==> config.mk <==
export PLATFORM = sky130hd
export DESIGN_NAME = ram_arbiter2
export DESIGN_NICKNAME = d
export VERILOG_FILES = /design/src/rtl/ram_arb_pkg.sv /design/src/rtl/ram_rr_pick.sv /design/src/rtl/ram_arbiter2.sv
export SDC_FILE = /design/constraint.sdc
export NUM_CORES = 1
export LEC_CHECK = 0
export ABC_CLOCK_PERIOD_IN_PS = 2400
export CAP_MARGIN = 25
export CORE_AREA = 2 2 74 76
export CTS_CLUSTER_SIZE = 24
export DETAILED_ROUTE_END_ITERATION = 8
export DIE_AREA = 0 0 76 78
export PLACE_DENSITY = 0.85
export SLEW_MARGIN = 5
export SYNTH_ARGS = -nofsm -noshare
export SYNTH_HDL_FRONTEND = slang
export SYNTH_SLANG_ARGS = --single-unit
==> constraint.sdc <==
create_clock -name clk -period 2.4 [get_ports clk]
set_input_delay 0.24 -clock clk [delete_from_list [all_inputs] [get_ports clk]]
set_output_delay 0.24 -clock clk [all_outputs]
set_load 0.05 [all_outputs]
==> src/rtl/ram_arb_pkg.sv <==
// Shared definitions for the two-port RAM arbiter: default bus widths and
// the arbitration FSM encoding.
package ram_arb_pkg;

  localparam int ADDR_W_DEFAULT = 6;
  localparam int DATA_W_DEFAULT = 32;

  // IDLE arbitrates round-robin; LOCKn reserves the RAM for port n.
  typedef enum logic [1:0] {
    IDLE  = 2'd0,
    LOCK0 = 2'd1,
    LOCK1 = 2'd2
  } arb_state_e;

endpackage : ram_arb_pkg

==> src/rtl/ram_rr_pick.sv <==
// Combinational winner selection for the two-port RAM arbiter.
// In IDLE the port not granted most recently wins a contention; in LOCKn
// only port n can be granted.
module ram_rr_pick
  import ram_arb_pkg::*;
(
  input  logic       req0,
  input  logic       req1,
  input  logic       last_gnt,
  input  arb_state_e state,
  output logic       gnt0,
  output logic       gnt1
);

  // Pick at most one port from the live requests and the arbitration state
  always_comb begin
    gnt0 = 1'b0;
    gnt1 = 1'b0;
    case (state)
      IDLE: begin
        if (req0 && req1) begin
          // last_gnt holds the index of the previous winner
          if (last_gnt) begin
            gnt0 = 1'b1;
          end else begin
            gnt1 = 1'b1;
          end
        end else if (req0) begin
          gnt0 = 1'b1;
        end else if (req1) begin
          gnt1 = 1'b1;
        end else begin
          gnt0 = 1'b0;
          gnt1 = 1'b0;
        end
      end
      LOCK0: begin
        gnt0 = req0;
      end
      LOCK1: begin
        gnt1 = req1;
      end
      default: begin
        gnt0 = 1'b0;
        gnt1 = 1'b0;
      end
    endcase
  end

endmodule : ram_rr_pick

==> src/rtl/ram_arbiter2.sv <==
// Two-port arbiter in front of a single-port synchronous RAM.
// Grants are combinational so a command reaches the RAM on the same edge it
// is accepted; read data comes back from the RAM one cycle later and is
// flagged to the owning port through a registered rvalid.
module ram_arbiter2
  import ram_arb_pkg::*;
#(
  parameter int AddressWidth = ADDR_W_DEFAULT,
  parameter int DataWidth    = DATA_W_DEFAULT
) (
  input  logic                    clk,
  input  logic                    rst_n,
  input  logic                    req0,
  input  logic                    req1,
  input  logic                    wr0,
  input  logic                    wr1,
  input  logic [AddressWidth-1:0] addr0,
  input  logic [AddressWidth-1:0] addr1,
  input  logic [DataWidth-1:0]    wdata0,
  input  logic [DataWidth-1:0]    wdata1,
  input  logic                    lock0,
  input  logic                    lock1,
  output logic                    gnt0,
  output logic                    gnt1,
  output logic                    rvalid0,
  output logic                    rvalid1,
  output logic [DataWidth-1:0]    rdata,
  output logic                    ram_en,
  output logic                    ram_we,
  output logic [AddressWidth-1:0] ram_addr,
  output logic [DataWidth-1:0]    ram_din,
  input  logic [DataWidth-1:0]    ram_dout
);

  arb_state_e state_r;
  arb_state_e state_nxt_s;
  logic       last_gnt_r;
  logic       pick_gnt0_s;
  logic       pick_gnt1_s;
  logic       gnt0_s;
  logic       gnt1_s;
  // rvalidN_r doubles as the pending read-owner record: it marks which port
  // issued the read whose data the RAM presents this cycle.
  logic       rvalid0_r;
  logic       rvalid1_r;

  ram_rr_pick u_pick (
    .req0     (req0),
    .req1     (req1),
    .last_gnt (last_gnt_r),
    .state    (state_r),
    .gnt0     (pick_gnt0_s),
    .gnt1     (pick_gnt1_s)
  );

  // Grants are forced off while reset is held so no RAM access can start
  assign gnt0_s = pick_gnt0_s & rst_n;
  assign gnt1_s = pick_gnt1_s & rst_n;

  assign gnt0    = gnt0_s;
  assign gnt1    = gnt1_s;
  assign rvalid0 = rvalid0_r;
  assign rvalid1 = rvalid1_r;
  assign rdata   = ram_dout;
  assign ram_en  = ~(gnt0_s | gnt1_s);

  // Route the granted port's command onto the RAM port; park it when idle
  always_comb begin
    ram_we   = 1'b1;
    ram_addr = {AddressWidth{1'b0}};
    ram_din  = {DataWidth{1'b0}};
    if (gnt0_s) begin
      ram_we   = ~wr0;
      ram_addr = addr0;
      ram_din  = wdata0;
    end else if (gnt1_s) begin
      ram_we   = ~wr1;
      ram_addr = addr1;
      ram_din  = wdata1;
    end else begin
      ram_we   = 1'b1;
      ram_addr = {AddressWidth{1'b0}};
      ram_din  = {DataWidth{1'b0}};
    end
  end

  // Lock entry on a locked grant from IDLE; release when the owner drops lock
  always_comb begin
    state_nxt_s = state_r;
    case (state_r)
      IDLE: begin
        if (gnt0_s && lock0) begin
          state_nxt_s = LOCK0;
        end else if (gnt1_s && lock1) begin
          state_nxt_s = LOCK1;
        end else begin
          state_nxt_s = IDLE;
        end
      end
      LOCK0: begin
        if (!lock0) begin
          state_nxt_s = IDLE;
        end else begin
          state_nxt_s = LOCK0;
        end
      end
      LOCK1: begin
        if (!lock1) begin
          state_nxt_s = IDLE;
        end else begin
          state_nxt_s = LOCK1;
        end
      end
      default: begin
        state_nxt_s = IDLE;
      end
    endcase
  end

  // FSM state register
  always_ff @(posedge clk or negedge rst_n) begin
    if (!rst_n) begin
      state_r <= IDLE;
    end else begin
      state_r <= state_nxt_s;
    end
  end

  // Round-robin pointer: remembers the port granted most recently
  always_ff @(posedge clk or negedge rst_n) begin
    if (!rst_n) begin
      last_gnt_r <= 1'b1;
    end else if (gnt0_s) begin
      last_gnt_r <= 1'b0;
    end else if (gnt1_s) begin
      last_gnt_r <= 1'b1;
    end else begin
      last_gnt_r <= last_gnt_r;
    end
  end

  // Flag the owner of a read issued this cycle; its data arrives next cycle
  always_ff @(posedge clk or negedge rst_n) begin
    if (!rst_n) begin
      rvalid0_r <= 1'b0;
      rvalid1_r <= 1'b0;
    end else begin
      rvalid0_r <= gnt0_s & ~wr0;
      rvalid1_r <= gnt1_s & ~wr1;
    end
  end

endmodule : ram_arbiter2

==> summary.md, run 1 <==
| Metric | Value |
|---|---|
| Switching power | 0.427 mW |
| Drt wl/cell | 15.5 um |
| Total power | 1.05 mW |
| Largest family of logic cells by synthesized area | compound AO/OA/AOI/OAI gates |
| Initial DRT Pass Iterations | 3 |
| Yosys cell types | 17 |
| Slack of the critical path | 0.262 ns |
| Post-CTS Setup Bufs | 0 |
| Layout cells sized above 1 | 29.4% |
| DP HPWL | 3620 um |
| PortBufs | 127 |
| Final Hold Vio Count | 0 |
| Adder-Cell Fraction of Synth Area | 0% |
| PD cells | 429 nW/um2 |
| Antenna violations before repair | 0 |
| # rows | 26 |
| CP Capture Type | output pin |
| CP max FO | 26 |
| Outcome | complete, no violations |
| Gpl congestion | 0.723 |
| Worst VDD drop | 164 uV |
| Period utilisation layout | 89.1% |
| Worst Path Buf+Inv | 3 |
| WL final | 4140 um |
| Peak Freq | 0.468 GHz |
| Area grow syn2layout | 163% |
| Seq pwr share | 10.0% |
| CP Data Required Time | 2.16 ns |
| Syn nets | 217 |
| Slew @ Worst Pin | 0.494 ns |
| Final Max Slew Viols | 0 |
| DRT iter0 DRCs | 8 |
| Synth area leaders | a22o_1 34%, buf_4 26%, dfrtp_1 11% |
| Multi-input logic area | 473 um2 |
| Synth Area in Compound Gates | 39.3% |
| DIE AREA | 5930 um2 |
| Comb pwr share | 75.4% |
| Mux cell area share after synthesis | 0% |
| Fill cell count | 450 |
| Clk pwr share | 14.6% |
| Max-cap violations | 0 |
| Number of global-route vias before repair | 1303 |
| Synth Instances | 101 |
| N_diodes | 0 |
| Sequential cell area | 126 um2 |
| Lkg Pwr | 0.975 nW |
| Crit path cell chain | clkdlybuf4s50_1, nand2_1, nor3_4, buf_4, a22o_1, buf_12 |
| Starting density of the core | 18.4% |
| Die Ht | 78 um |
| Post-CTS Hold Fix Bufs | 0 |
| Crit path time final | 2.14 ns |
| Worst hold path type | in2async |
| # DRC | 0 |
| First-pass GRT wire length | 6350 um |
| CTS tree | done |
| Post-CTS Resized | 0 |
| Root Buffer | clkbuf_8 |
| Xor/xnor cell area share of the yosys netlist | 0% |
| Core area | 5040 um2 |
| Total GRT Usage | 13.5% |
| Grt ovf | 0 |
| Final setup violation count | 0 |
| Setup TNS | 0 ns |
| Total CTS buffers | 3 |
| Drt via density | 4.41 |
| Sequential area share after synthesis | 13.6% |
| Setup WS pre-CTS | 0.249 ns |
| Clock transition at the registers of the reported paths | 0.03 ns |
| Worst rel slew slack | 67.0% |
| Clk_lat worst skew | 0.22 ns |
| Io pins | 192 |
| Clock sinks | 5 |
| Crit-path slowest cell | clkdlybuf4s50_1 |
| H-tree depth | 1 |
| Internal | 0.624 mW |
| Max clock buf depth | 2 |
| Vias | 1177 |
| CP delay by family, top | buffers and inverters |
| Top-area cell type share of the netlist area | 33.9% |
| Post-synthesis register bit count | 5 |
| RSZ-0062 raised after global routing | false |
| Worst Skew | 0.00182 ns |
| Critical path arrival | 1.90 ns |
| Critical path type | in2out |
| Chip Width | 76 um |
| Largest stage delay on the critical path | 0.57 ns |
| Final net count | 314 |
| Final ANT Viol Nets | 0 |
| Setup crit start kind | input pin |
| Pin count of the biggest net entering global routing | 32 |
| Synth Area in Simple Gates | 11.6% |
| Syn Std Cell Area | 930 um2 |
| Sw frac | 40.6% |
| Synth warnings | 0 |
| Synthesized area per cell | 9.20 um2 |
| Top cell type by total area after synthesis | a22o_1 |
kinds of logic (layout without fill, tap and decap cells):
group,after synthesis,after routing
flops,5,5
compound gates,42,42
simple gates,14,14
buf+inv,40,136
through the flow:
step | utilization (%) | instances | hold WS [ns] | instance area, um2
floorplan | - | 101 | -0.0556 | 930
global placement | 47.7 | 263 | 0.445 | 2400
detailed placement | 47.7 | 263 | 0.460 | 2400
CTS | 48.6 | 267 | 0.226 | 2450
global route | 48.6 | 267 | 0.230 | 2450
finish | 48.6 | 267 | 0.228 | 2450
path summary, 6_finish.rpt:
check                      slack, ns          from  cells after the start     endpoint
setup reg to reg                1.17    last_gnt_r                      4   last_gnt_r
max in group asynchronous       1.77         rst_n                      2   last_gnt_r
setup / recovery                0.26         rst_n                      6  ram_din[25]
min in group clk                0.48  ram_dout[20]                      0    rdata[20]
hold / removal                  0.23         rst_n                      1      rvalid0
hold reg to reg                 0.56    state_r[1]                      1   state_r[0]
registers in the layout (all words and copies together), names as in the netlist:
name,count
state_r,2
last_gnt_r,1
rvalid0,1
rvalid1,1
final cells by class:
type,instances,share of cell area (%)
timing repair buffer,132,70.1
tap,70,3.58
multi-input combinational,56,19.3
clock buffer,4,1.84
sequential,5,5.16
cells in the final DEF (no fill, tap or decap):
cell             netlist  routed
nor3b_1                2       2
nand2_1                3       3
clkbuf_1               0       1
dfrtp_1                4       4
clkbuf_8               0       3
a31oi_1                2       2
nand2b_1               1       1
buf_12                 0      41
o21ba_2                1       1
a22o_1                36      36
dfstp_2                1       1
nor4_1                 2       2
nor3_4                 2       2
a22o_2                 2       2
and3b_2                1       1
nor3b_2                1       1
nor2_1                 2       2
clkdlybuf4s50_1        0      85
buf_4                 32       6
a22oi_1                1       1
Yosys cell counts (all sizes together):
cell type / number
buf: 40
a22o: 38
dfrtp: 4
nand2: 3
nor3b: 3
a31oi: 2
nor2: 2
nor3: 2
nor4: 2
a22oi: 1
and3b: 1
dfstp: 1
nand2b: 1
o21ba: 1
layer usage:
metal  track usage, %  wire length, um  vias up
li1                 -                -      548
met1             12.5             1280      530
met2             26.7             2340       87
met3             5.00              447       12
met4             5.09               63        0
met5                0                0        -
power by group through the flow:
stage | Sequential, mW | Combinational (mW) | Clock (mW)
global placement | 0.105 | 0.790 | 0
finish | 0.106 | 0.792 | 0.153
detailed placement | 0.107 | 0.798 | 0
floorplan | 0.110 | 0.504 | 0
CTS | 0.106 | 0.801 | 0.158
global route | 0.107 | 0.823 | 0.165
Note: power is estimated with default switching activity, not from simulation.
==> run 2, diff against run 1 <==
--- a/config.mk
+++ b/config.mk
@@ -5,7 +5,6 @@
 export SDC_FILE = /design/constraint.sdc
 export NUM_CORES = 1
 export LEC_CHECK = 0
-export ABC_CLOCK_PERIOD_IN_PS = 2400
 export CAP_MARGIN = 25
 export CORE_AREA = 2 2 74 76
 export CTS_CLUSTER_SIZE = 24
==> results of run 2 <==
Same layout as run 1: the final DEF is identical, and so are final timing and power.
